[src/rtl/inst_loader_pkg.sv]
// rtl/inst_loader_pkg.sv - shared defaults, memory access modes and loader state encoding
package inst_loader_pkg;

    localparam int DEF_ADDR_W    = 9;
    localparam int DEF_DATA_W    = 32;
    localparam int DEF_MEM_DEPTH = 512;

    // Access mode seen by the instruction memory, shared with the fetch/decode controller
    localparam logic MODE_WRITE = 1'b0;
    localparam logic MODE_READ  = 1'b1;

    typedef enum logic [2:0] {
        ST_IDLE  = 3'd0,
        ST_LOAD  = 3'd1,
        ST_FLUSH = 3'd2,
        ST_RUN   = 3'd3,
        ST_ERR   = 3'd4
    } load_state_t;

endpackage

[src/rtl/inst_loader_if.sv]
// rtl/inst_loader_if.sv - program word stream (valid/ready/last) between source and loader
interface inst_loader_if #(
    parameter int DATA_W = 32
) ();

    logic              in_valid;
    logic              in_ready;
    logic              in_last;
    logic [DATA_W-1:0] in_data;

    modport master (output in_valid, output in_data, output in_last, input in_ready);
    modport slave  (input in_valid, input in_data, input in_last, output in_ready);

endinterface

[src/rtl/inst_loader_checksum.sv]
// rtl/inst_loader_checksum.sv - image checksum accumulator, compiled only with LOADER_CHECKSUM_EN
`ifdef LOADER_CHECKSUM_EN
module load_checksum #(
    parameter int DATA_W = 32
) (
    input  logic              clk,
    input  logic              rst,
    input  logic              clear,
    input  logic [DATA_W-1:0] exp_in,
    input  logic              add_en,
    input  logic [DATA_W-1:0] add_data,
    output logic              match
);

    logic [DATA_W-1:0] sum;
    logic [DATA_W-1:0] exp_q;

    // Clear and capture the expected sum at start, then wrap-around add every accepted word
    always_ff @(posedge clk or posedge rst) begin
        if (rst) begin
            sum   <= '0;
            exp_q <= '0;
        end else if (clear) begin
            sum   <= '0;
            exp_q <= exp_in;
        end else if (add_en) begin
            sum   <= sum + add_data;
        end
    end

    assign match = (sum == exp_q);

endmodule
`endif

[src/rtl/inst_loader.sv]
// rtl/inst_loader.sv - streams a program image into instruction memory, gates core_en; option LOADER_CHECKSUM_EN
module inst_loader
    import inst_loader_pkg::*;
#(
    parameter int ADDR_W    = DEF_ADDR_W,
    parameter int DATA_W    = DEF_DATA_W,
    parameter int MEM_DEPTH = DEF_MEM_DEPTH
) (
    input  logic              clk,
    input  logic              rst,
    input  logic              start,
    input  logic [ADDR_W-1:0] base_addr,
    inst_loader_if.slave      ld,
    output logic              mem_w_en,
    output logic              mem_mode,
    output logic [ADDR_W-1:0] mem_addr,
    output logic [DATA_W-1:0] mem_datain,
    output logic              core_en,
    output logic              busy,
    output logic              err,
    output logic [ADDR_W:0]   word_count
`ifdef LOADER_CHECKSUM_EN
    ,
    input  logic [DATA_W-1:0] exp_sum,
    output logic              sum_ok
`endif
);

    load_state_t       state;
    load_state_t       next_state;
    logic [ADDR_W-1:0] wr_addr;
    logic              accept;
    logic              start_ok;
    logic              base_bad;
    logic              at_top;
    logic              sum_match;

    // start is only honoured outside an active load
    assign start_ok = start && (state == ST_IDLE || state == ST_RUN || state == ST_ERR);
    assign accept   = ld.in_valid && (state == ST_LOAD);
    assign base_bad = {1'b0, base_addr} >= (ADDR_W+1)'(MEM_DEPTH);
    assign at_top   = {1'b0, wr_addr} == (ADDR_W+1)'(MEM_DEPTH - 1);

    assign ld.in_ready = (state == ST_LOAD);
    assign core_en     = (state == ST_RUN);
    assign busy        = (state == ST_LOAD) || (state == ST_FLUSH);
    assign err         = (state == ST_ERR);

`ifdef LOADER_CHECKSUM_EN
    load_checksum #(.DATA_W(DATA_W)) u_checksum (
        .clk      (clk),
        .rst      (rst),
        .clear    (start_ok),
        .exp_in   (exp_sum),
        .add_en   (accept),
        .add_data (ld.in_data),
        .match    (sum_match)
    );
    assign sum_ok = (state == ST_RUN) && sum_match;
`else
    assign sum_match = 1'b1;
`endif

    // State register
    always_ff @(posedge clk or posedge rst) begin
        if (rst) begin
            state <= ST_IDLE;
        end else begin
            state <= next_state;
        end
    end

    // Next-state: load until last word or the top address, flush the final write, then run
    always_comb begin
        next_state = state;
        case (state)
            ST_IDLE, ST_RUN, ST_ERR: begin
                if (start_ok) begin
                    next_state = base_bad ? ST_ERR : ST_LOAD;
                end
            end
            ST_LOAD: begin
                if (accept) begin
                    if (ld.in_last) begin
                        next_state = ST_FLUSH;
                    end else if (at_top) begin
                        next_state = ST_ERR;
                    end
                end
            end
            ST_FLUSH: begin
                next_state = sum_match ? ST_RUN : ST_ERR;
            end
            default: begin
                next_state = ST_IDLE;
            end
        endcase
    end

    // Write port is registered one cycle behind the accept; address and count track the image
    always_ff @(posedge clk or posedge rst) begin
        if (rst) begin
            mem_w_en   <= 1'b0;
            mem_mode   <= MODE_READ;
            mem_addr   <= '0;
            mem_datain <= '0;
            wr_addr    <= '0;
            word_count <= '0;
        end else begin
            mem_w_en <= accept;
            mem_mode <= accept ? MODE_WRITE : MODE_READ;
            if (start_ok) begin
                wr_addr    <= base_addr;
                word_count <= '0;
            end else if (accept) begin
                mem_addr   <= wr_addr;
                mem_datain <= ld.in_data;
                wr_addr    <= wr_addr + (ADDR_W)'(1);
                word_count <= word_count + (ADDR_W+1)'(1);
            end
        end
    end

endmodule

[src/flat_wrapper.sv]
// flat-port wrapper written by rule: the top's interface ports become plain ports
module inst_loader_flat import inst_loader_pkg::*;
#(
    parameter int ADDR_W    = DEF_ADDR_W,
    parameter int DATA_W    = DEF_DATA_W,
    parameter int MEM_DEPTH = DEF_MEM_DEPTH
)
  (clk, rst, start, base_addr, mem_w_en, mem_mode, mem_addr, mem_datain, core_en, busy, err, word_count, ld_in_valid, ld_in_data, ld_in_last, ld_in_ready);
  inst_loader_if #(.DATA_W(DATA_W)) ld_i ();
  input  logic clk;
  input  logic rst;
  input  logic start;
  input  logic [ADDR_W-1:0] base_addr;
  output logic mem_w_en;
  output logic mem_mode;
  output logic [ADDR_W-1:0] mem_addr;
  output logic [DATA_W-1:0] mem_datain;
  output logic core_en;
  output logic busy;
  output logic err;
  output logic [ADDR_W:0] word_count;
  input wire logic [$bits(ld_i.in_valid)-1:0] ld_in_valid;
  input wire logic [$bits(ld_i.in_data)-1:0] ld_in_data;
  input wire logic [$bits(ld_i.in_last)-1:0] ld_in_last;
  output wire logic [$bits(ld_i.in_ready)-1:0] ld_in_ready;
  assign ld_i.in_valid = ld_in_valid;
  assign ld_i.in_data = ld_in_data;
  assign ld_i.in_last = ld_in_last;
  assign ld_in_ready = ld_i.in_ready;
  inst_loader #(.ADDR_W(ADDR_W), .DATA_W(DATA_W), .MEM_DEPTH(MEM_DEPTH)) u_core (.clk(clk), .rst(rst), .start(start), .base_addr(base_addr), .ld(ld_i), .mem_w_en(mem_w_en), .mem_mode(mem_mode), .mem_addr(mem_addr), .mem_datain(mem_datain), .core_en(core_en), .busy(busy), .err(err), .word_count(word_count));
endmodule
[config.mk]
export PLATFORM = sky130hd
export DESIGN_NAME = inst_loader_flat
export DESIGN_NICKNAME = d
export VERILOG_FILES = /design/src/rtl/inst_loader_pkg.sv /design/src/rtl/inst_loader_if.sv /design/src/rtl/inst_loader_checksum.sv /design/src/rtl/inst_loader.sv /design/src/flat_wrapper.sv
export SDC_FILE = /design/constraint.sdc
export NUM_CORES = 1
export LEC_CHECK = 0
export BUFFER_PORTS_ARGS = -buffer_cell sky130_fd_sc_hd__buf_4
export CORE_MARGIN = 1.5
export CORE_UTILIZATION = 35
export CTS_CLUSTER_DIAMETER = 40
export DETAILED_ROUTE_END_ITERATION = 8
export PLACE_DENSITY = 0.73
export SETUP_SLACK_MARGIN = 0.1
export SYNTH_ARGS = -nofsm -noshare
export SYNTH_HDL_FRONTEND = slang
export SYNTH_SLANG_ARGS = --single-unit
[constraint.sdc]
create_clock -name clk -period 1.85 [get_ports clk]
set_input_delay 0.37 -clock clk [delete_from_list [all_inputs] [get_ports clk]]
set_output_delay 0.37 -clock clk [all_outputs]
set_load 0.01 [all_outputs]
==> flow_summary.json, run 1 <==
{
  "clkLatencyLatePin_ns": 0.33,
  "cts.sinks": 65,
  "outcome": "finished clean",
  "grt_overflow": 0,
  "syn_avg_cell_area_um2": 9.08,
  "die_y_um": 92.5,
  "reg2regPathDepth": 4,
  "yosysWarnings": 0,
  "core_um2": 7730,
  "cts_tree": "built",
  "period_share_pct": 94.6,
  "maxCapViolations": 0,
  "cts_htree_levels": 3,
  "synth_cells": 309,
  "ys_ff_latch": 65,
  "nNetsFinal": 475,
  "postLayoutCoreUtil_pct": 52.3,
  "antenna_cells": 0,
  "grt_pass1_wl_um": 11200,
  "required_ns": 2.11,
  "worst_slew_pin_slew_ns": 0.560,
  "area_growth_pct": 44.1,
  "r2r_start": "u_core.state[2]",
  "power_density_nw_per_um2": 1600,
  "initial_core_util_pct": 36.3,
  "ys_types": 42,
  "slew_viol_final": 0,
  "clk_pin_slew_ns": 0.07,
  "synth_area_um2": 2810,
  "hold_path_class": "in2async",
  "end_kind": "flop",
  "drc": 0,
  "final_area_um2": 4040,
  "drt_pass1_iterations": 4,
  "relSlewSlack_pct": 62.7,
  "wl_um": 6640,
  "reg2reg_to": "u_core.word_count[9]",
  "min_period_ns": 1.75,
  "clock.fmax_mhz": 571,
  "via_per_inst": 4.67,
  "synth_ff_type": "dfrtp_1",
  "drt-wirelength-per-cell_um": 12.5,
  "synth_compound_area_share_pct": 7.71,
  "synth_simple_gate_area_share_pct": 27.6,
  "grt_max_degree": 43,
  "fp.dieW_um": 92.5,
  "clock_path_buffers": 2,
  "antenna_found_initial": 0,
  "n_fill_cell": 739,
  "place_area_um2": 3750,
  "hpwl_um": 4750,
  "pin_count": 103,
  "vdd_drop_max_v": 0.000688,
  "grt_pass1_vias": 2427,
  "rrSetupSlack_ns": 0.10,
  "setup_viol": 0,
  "hold_viol": 0,
  "route.vias.total": 2489,
  "drive_above_1_share_pct": 35.3,
  "portBuffers": 102,
  "die-area_um2": 8560,
  "slowest_delay_ns": 0.48,
  "rsz0062_at_grt": "yes",
  "ys_seq_area_share_pct": 58.0,
  "gp_congestion": 0.814,
  "synth_top_family_by_area": "simple AND/OR/NAND/NOR gates",
  "p_leak_uw": 0.00210,
  "synth_async_sr_flop_share_pct": 100,
  "tns_ns": 0,
  "grt.total_usage_pct": 16.5,
  "cp_slowest_cell": "or4_4",
  "ctsHoldBuffers": 0,
  "syn_nets": 358,
  "path_class": "reg2reg",
  "cts_root_buf": "clkbuf_8",
  "synth_xor_area_share_pct": 1.87,
  "numCtsBuffers": 9,
  "rows": 32,
  "cp_cell_sequence": "nand4bb_4 -> or2_4 -> or4_4 -> a21oi_2",
  "worstPathArrival_ns": 2.01,
  "synthAdderAreaFrac_pct": 1.34,
  "synth-edff-count": 0,
  "muxShareOfSynthArea_pct": 0.357,
  "cp-start-kind": "flop",
  "fin_skew_ns": 0.00712,
  "drt_iter0_markers": 109,
  "crit_fanout": 7,
  "whs_ns": 0.112,
  "ant_nets": 0
}
[Yosys cell counts, types with 2 or more instances]
cell type	number	area (um^2)
buf_2	5	25.0
nand4_1	3	18.8
nor3b_1	2	15.0
o21ai_1	3	15.0
a22oi_1	3	22.5
dfrtp_1	64	1600
xor2_1	2	17.5
nor4_1	2	12.5
o211ai_1	2	15.0
nand2_1	141	529
ha_1	3	37.5
and3_1	3	18.8
o21ai_0	8	40.0
a221o_1	3	30.0
nor3_1	4	20.0
xnor2_1	4	35.0
clkbuf_1	7	26.3
buf_1	2	7.51
a21oi_1	3	15.0
inv_1	4	15.0
o21a_1	3	22.5
nor2_1	16	60.1
nand3_1	3	15.0
[stage by stage]
stage               worst slack, ns  power, uW  instances
floorplan                     0.102       3730        309
finish                        0.100       6480        533
global placement             0.0837       4940        513
global route                 0.0232       6980        533
detailed placement           0.0675       5010        513
CTS                           0.104       6520        531
[how the worst max path moves through the flow]
stage / startpoint / cells after the start / slack [ns] / end
2_1_floorplan: u_core.wr_addr[0] / 9 / 0.10 / u_core.state[2]
6_report: u_core.state[2] / 4 / 0.10 / u_core.word_count[9]
3_3_place_gp: u_core.wr_addr[0] / 9 / 0.08 / u_core.state[2]
5_1_grt: u_core.wr_addr[1] / 9 / 0.02 / u_core.state[2]
4_1_cts: u_core.state[0] / 4 / 0.10 / core_en
3_5_place_dp: u_core.wr_addr[1] / 9 / 0.07 / u_core.state[2]
[power breakdown]
group	leakage [uW]	switching, uW	internal, uW	total (uW)
registers	0.000823	393	2010	2400
clock network	0.000120	526	930	1460
logic	0.00116	1330	1290	2630
total	0.00210	2250	4230	6480
[metal layers]
layer | wire, um | up-vias | share of wire, % | track usage, %
met1 | 2960 | 1172 | 45 | 21.8
met5 | 0 | - | 0 | 0
li1 | - | 1238 | - | -
met3 | 407 | 6 | 6.1 | 4.35
met2 | 3210 | 73 | 48 | 26.5
met4 | 61 | 0 | 0.92 | 5.38
[cells in the final DEF, fill, tap and decap left out, types with 4 or more instances in the layout]
cell type  count
xnor2_1        4
o21ai_0        7
nor2_1        16
buf_4        121
nand2_1      141
clkbuf_8      10
nor3_1         4
dfrtp_1       63
[kinds of logic after synthesis]
kind of cell               after synthesis
buffers and inverters                   20
adders and majority gates                3
DFF                                     65
muxes                                    1
and+or+nand+nor                        182
xor gates and xnor gates                 6
AOI/OAI and AO/OA                       32
[area by class of cell]
class	count	area (um^2)	share of cell area [%]
Tap cell	102	128	3.16
Clock inverter	5	103	2.54
Inverter	5	22.5	0.557
Multi-Input combinational cell	224	1110	27.5
Clock buffer	11	141	3.50
Sequential cell	65	1630	40.3
Timing Repair Buffer	121	908	22.5
[what timing repair did]
action / CTS / global route
hold endpoints to repair: 0 / 0
endpoints found under the setup margin: 2 / 19
gates resized for setup: 1 / 6
setup buffers: 2 / 2
pin swaps: 2 / 2
[worst max-delay path, delay by kind of cell, from the launching register on]
kind / cells / cell delay [ns]
simple gates: 3 / 1.10
flops: 1 / 0.45
compound gates: 1 / 0.14
[flip-flops by register name, summed over array words and instances (netlist names)]
name / count
u_core.mem_addr: 9
u_core.mem_datain: 32
u_core.mem_mode: 1
u_core.mem_w_en: 1
u_core.state: 3
u_core.word_count: 10
u_core.wr_addr: 9
Note: power is estimated with default switching activity, not from simulation.
==> run 2, diff against run 1 <==
==> constraint.sdc (replaced) <==
create_clock -name clk -period 1.85 [get_ports clk]
set_input_delay 0.2775 -clock clk [delete_from_list [all_inputs] [get_ports clk]]
set_output_delay 0.2775 -clock clk [all_outputs]
set_load 0.01 [all_outputs]
==> flow_summary.json, run 2 (same netlist as run 1, synthesis figures left out) <==
{
  "outcome": "finished clean",
  "crit_path_frequent_cell": "and3_4",
  "gp_congestion": 0.781,
  "hpwl_um": 4890,
  "min_period_ns": 1.71,
  "startpoint": "u_core.wr_addr[0]",
  "rrSetupSlack_ns": 0.14,
  "slew_viol_final": 0,
  "required_ns": 2.08,
  "grt_max_degree": 44,
  "route.vias.total": 2559,
  "cts_tree": "built",
  "cts_htree_levels": 3,
  "antenna_cells": 0,
  "clkLatencyLatePin_ns": 0.33,
  "period_share_pct": 92.5,
  "power_density_nw_per_um2": 1600,
  "via_per_inst": 4.82,
  "grt_overflow": 0,
  "initial_core_util_pct": 36.3,
  "ant_nets": 0,
  "vdd_drop_max_v": 0.000649,
  "clock_path_buffers": 2,
  "pin_count": 103,
  "rows": 32,
  "die_y_um": 92.5,
  "whs_ns": 0.124,
  "die-area_um2": 8560,
  "grt_pass1_wl_um": 11700,
  "cp-start-kind": "flop",
  "cts.sinks": 65,
  "worst_slew_pin_slew_ns": 0.517,
  "maxCapViolations": 0,
  "worstPathArrival_ns": 1.94,
  "setup_viol": 0,
  "cp_cell_sequence": "ha_2 -> and3_4 -> and3_4 -> and3_4 -> ha_4 -> o21ai_4 -> nor3_2 -> nor2_1 -> nor2_1",
  "final_common_cell": "nand2_1",
  "portBuffers": 102,
  "drt-wirelength-per-cell_um": 13.4,
  "drive_above_1_share_pct": 36.1,
  "drt_iter0_markers": 93,
  "antenna_found_initial": 0,
  "final_cell_mix": "nand2_1, buf_4, dfrtp_1",
  "slowest_delay_ns": 0.39,
  "clock.fmax_mhz": 585,
  "p_leak_uw": 0.00212,
  "rsz0062_at_grt": "yes",
  "hold_path_class": "in2reg",
  "drc": 0,
  "grt.total_usage_pct": 17.3,
  "reg2reg_to": "u_core.state[2]",
  "path_class": "reg2reg",
  "cts_root_buf": "clkbuf_8",
  "top_register": "u_core.mem_datain",
  "largest_registers": "u_core.mem_datain: 32 flops, u_core.word_count: 10 flops",
  "r2r_start": "u_core.wr_addr[0]",
  "hold_viol": 0,
  "fin_skew_ns": 0.00732,
  "min_from": "ld_in_data[30]",
  "cp_slowest_cell": "dfrtp_1",
  "reg2regPathDepth": 9,
  "numCtsBuffers": 9,
  "crit_fanout": 2,
  "grt_pass1_vias": 2511,
  "wl_um": 7120,
  "fp.dieW_um": 92.5,
  "clk_pin_slew_ns": 0.08,
  "nNetsFinal": 473,
  "min_path_cells": 3,
  "whs_endpoint": "u_core.mem_datain[30]",
  "area_growth_pct": 46.3,
  "core_um2": 7730,
  "end_kind": "flop",
  "n_fill_cell": 735,
  "relSlewSlack_pct": 65.4,
  "drt_pass1_iterations": 4,
  "tns_ns": 0,
  "largest_register_ffs": 32
}
-- run 2: cell count changes in the layout (fill, tap and decap cells not counted), sizes merged --
cell,before,now
clkbuf,11,10
dlygate4sd3,0,1
buf,121,118
clkinv,2,3
-- run 2: where the power goes --
group | switching (uW) | internal [uW] | total (uW)
registers | 400 | 2010 | 2410
clock network | 573 | 937 | 1510
logic | 1370 | 1270 | 2640
total | 2340 | 4220 | 6560
-- run 2: worst max-delay path, delay by kind of cell (launching register included) --
| kind | cells | cell delay [ns] |
|---|---|---|
| simple gates | 6 | 0.71 |
| fa+ha+maj | 2 | 0.35 |
| compound gates | 1 | 0.16 |
| flops | 1 | 0.39 |
-- run 2: layer usage --
metal  up-vias  global-route usage, %  share of wire (%)
met5         -                      0                  0
met4         0                   4.23               0.80
met3         7                   5.58                6.3
met2        72                   28.2                 50
met1      1246                   22.1                 43
li1       1234                      -                  -
-- run 2: timing repair --
action	in CTS	in global routing
resized for setup	6	11
setup buffers	1	2
pin swaps	3	5
hold buffers	1	0
setup endpoints to repair	10	13
endpoints found under the hold margin	21	0
-- run 2: worst max-delay path by stage --
stage | to | slack, ns | cells past startpoint
global placement | u_core.state[2] | 0.08 | 9
global route | u_core.state[0] | 0.06 | 8
finish | u_core.state[2] | 0.14 | 9
CTS | u_core.state[2] | 0.11 | 9
detailed placement | u_core.state[0] | 0.006 | 8
floorplan | u_core.state[2] | 0.10 | 9
-- run 2: metrics by stage --
stage / worst slack, ns / utilization, % / cells / area (um^2) / total power (uW)
after floorplan: 0.102 / - / 309 / 2810 / 3730
after global placement: 0.0787 / 48.5 / 511 / 3750 / 4930
after detailed placement: 0.00568 / 48.5 / 511 / 3750 / 5020
after CTS: 0.106 / 52.2 / 529 / 4040 / 6590
after global routing: 0.0583 / 53.1 / 531 / 4110 / 7040
final: 0.139 / 53.1 / 531 / 4110 / 6560
-- run 2: layout make-up --
cell class / count / area (um^2) / area share [%]
Clock buffer: 10 / 138 / 3.35
Clock inverter: 6 / 115 / 2.80
Inverter: 5 / 22.5 / 0.548
Multi-Input combinational cell: 224 / 1160 / 28.4
Sequential cell: 65 / 1630 / 39.7
Tap cell: 102 / 128 / 3.11
Timing Repair Buffer: 119 / 908 / 22.1
==> run 3, diff against run 2 <==
--- a/config.mk
+++ b/config.mk
@@ -6,6 +6,7 @@
 export NUM_CORES = 1
 export LEC_CHECK = 0
 export BUFFER_PORTS_ARGS = -buffer_cell sky130_fd_sc_hd__buf_4
+export CORE_ASPECT_RATIO = 0.8
 export CORE_MARGIN = 1.5
 export CORE_UTILIZATION = 35
 export CTS_CLUSTER_DIAMETER = 40
==> flow_summary.json, run 3 (same netlist as run 1, synthesis figures left out) <==
{
  "final_cell_mix": "nand2_1, buf_4, dfrtp_1",
  "worstPathArrival_ns": 1.98,
  "drt_iter0_markers": 119,
  "die_y_um": 83.1,
  "clk_pin_slew_ns": 0.07,
  "antenna_found_initial": 0,
  "end_kind": "flop",
  "nNetsFinal": 470,
  "numCtsBuffers": 9,
  "min_period_ns": 1.75,
  "grt_max_degree": 46,
  "clock.fmax_mhz": 573,
  "cp_cell_sequence": "ha_2 -> and3_4 -> and3_4 -> and3_4 -> ha_2 -> o21ai_2 -> nor3_1 -> nor2_1 -> nor2_1",
  "portBuffers": 102,
  "area_growth_pct": 41.7,
  "rsz0062_at_grt": "yes",
  "path_class": "reg2reg",
  "pin_count": 103,
  "cts_htree_levels": 3,
  "period_share_pct": 94.4,
  "drc": 0,
  "core_um2": 7570,
  "p_leak_uw": 0.00205,
  "rows": 28,
  "slew_viol_final": 0,
  "reg2regPathDepth": 9,
  "initial_core_util_pct": 37.1,
  "hold_viol": 0,
  "wl_um": 6750,
  "antenna_cells": 0,
  "vdd_drop_max_v": 0.000587,
  "min_path_cells": 3,
  "power_density_nw_per_um2": 1520,
  "fin_skew_ns": 0.00630,
  "drt_pass1_iterations": 4,
  "grt_overflow": 0,
  "cts_setup_buffers": 0,
  "largest_registers": "u_core.mem_datain: 32 flops, u_core.word_count: 10 flops",
  "drive_above_1_share_pct": 34.7,
  "largest_register_ffs": 32,
  "route.vias.total": 2472,
  "grt_pass1_wl_um": 11100,
  "required_ns": 2.08,
  "tns_ns": 0,
  "crit_fanout": 4,
  "slowest_delay_ns": 0.39,
  "postLayoutCoreUtil_pct": 52.6,
  "outcome": "finished clean",
  "cp_slowest_cell": "dfrtp_1",
  "crit_path_frequent_cell": "and3_4",
  "drt-wirelength-per-cell_um": 12.7,
  "clkLatencyLatePin_ns": 0.33,
  "cts.sinks": 65,
  "worst_slew_pin_slew_ns": 0.489,
  "relSlewSlack_pct": 67.3,
  "cts_root_buf": "clkbuf_8",
  "cp-start-kind": "flop",
  "setup_viol": 0,
  "grt.total_usage_pct": 16.5,
  "final_common_cell": "nand2_1",
  "gp_congestion": 0.798,
  "grt_pass1_vias": 2435,
  "hpwl_um": 4830,
  "ant_nets": 0,
  "clock_path_buffers": 2,
  "hold_path_class": "in2reg",
  "top_register": "u_core.mem_datain",
  "die-area_um2": 8570,
  "via_per_inst": 4.66,
  "maxCapViolations": 0,
  "n_fill_cell": 731,
  "cts_tree": "built",
  "fp.dieW_um": 103
}
[run 3: cell count changes in the layout (fill, tap and decap cells not counted), sizes merged]
cell | before | now
buf | 118 | 115
bufinv | 3 | 0
clkinv | 3 | 5
clkinvlp | 2 | 3
[run 3: cell type report]
type | instances | area (um^2) | area share [%]
Clock inverter | 6 | 35.0 | 0.881
Tap cell | 105 | 131 | 3.30
Multi-Input combinational cell | 224 | 1130 | 28.5
Clock buffer | 10 | 128 | 3.21
Timing Repair Buffer | 116 | 898 | 22.6
Inverter | 5 | 22.5 | 0.566
Sequential cell | 65 | 1630 | 41.0
[run 3: per-layer routing]
metal	track usage, %	wire [um]	vias up	part of all wire, %
li1	-	-	1232	-
met1	21.9	3050	1152	45
met2	26.0	3110	78	46
met3	4.71	517	10	7.7
met4	5.16	74	0	1.1
met5	0	0	-	0
[run 3: report_power, final]
group | internal (uW) | switching, uW
logic | 1280 | 1350
registers | 2010 | 407
clock network | 476 | 528
[run 3: critical path, delay by kind of cell, from the launching register on]
family / cells / cell delay [ns]
compound gates: 1 / 0.16
fa+ha+maj: 2 / 0.37
flops: 1 / 0.39
simple gates: 6 / 0.73
[run 3: through the flow]
stage / instance area [um^2] / total power (uW) / setup WS (ns) / hold slack, ns / std cells
global placement: 3760 / 4970 / 0.0731 / 0.322 / 514
floorplan: 2810 / 3730 / 0.102 / 0.383 / 309
detailed placement: 3760 / 5040 / 0.0259 / 0.330 / 514
finish: 3980 / 6040 / 0.104 / 0.128 / 531
CTS: 3940 / 6090 / 0.111 / 0.105 / 531
global route: 3980 / 6530 / 0.0320 / 0.120 / 531
[run 3: timing repair]
action	in CTS	in global routing
hold buffers	1	0
gates resized for setup	2	9
pin swaps	1	3
setup endpoints to repair	2	16
hold endpoints to repair	19	0
gates cloned	0	0
[run 3: path summary, 6_finish.rpt]
check	start	to	slack [ns]
min reg2reg	u_core.mem_datain[19]	u_core.mem_datain[19]	0.48
max	u_core.wr_addr[1]	u_core.state[2]	0.10
min	ld_in_data[27]	u_core.mem_datain[27]	0.13
max reg2reg	u_core.wr_addr[1]	u_core.state[2]	0.10
min in group asynchronous	rst	u_core.mem_datain[5]	0.53
max in group asynchronous	rst	u_core.state[0]	0.73
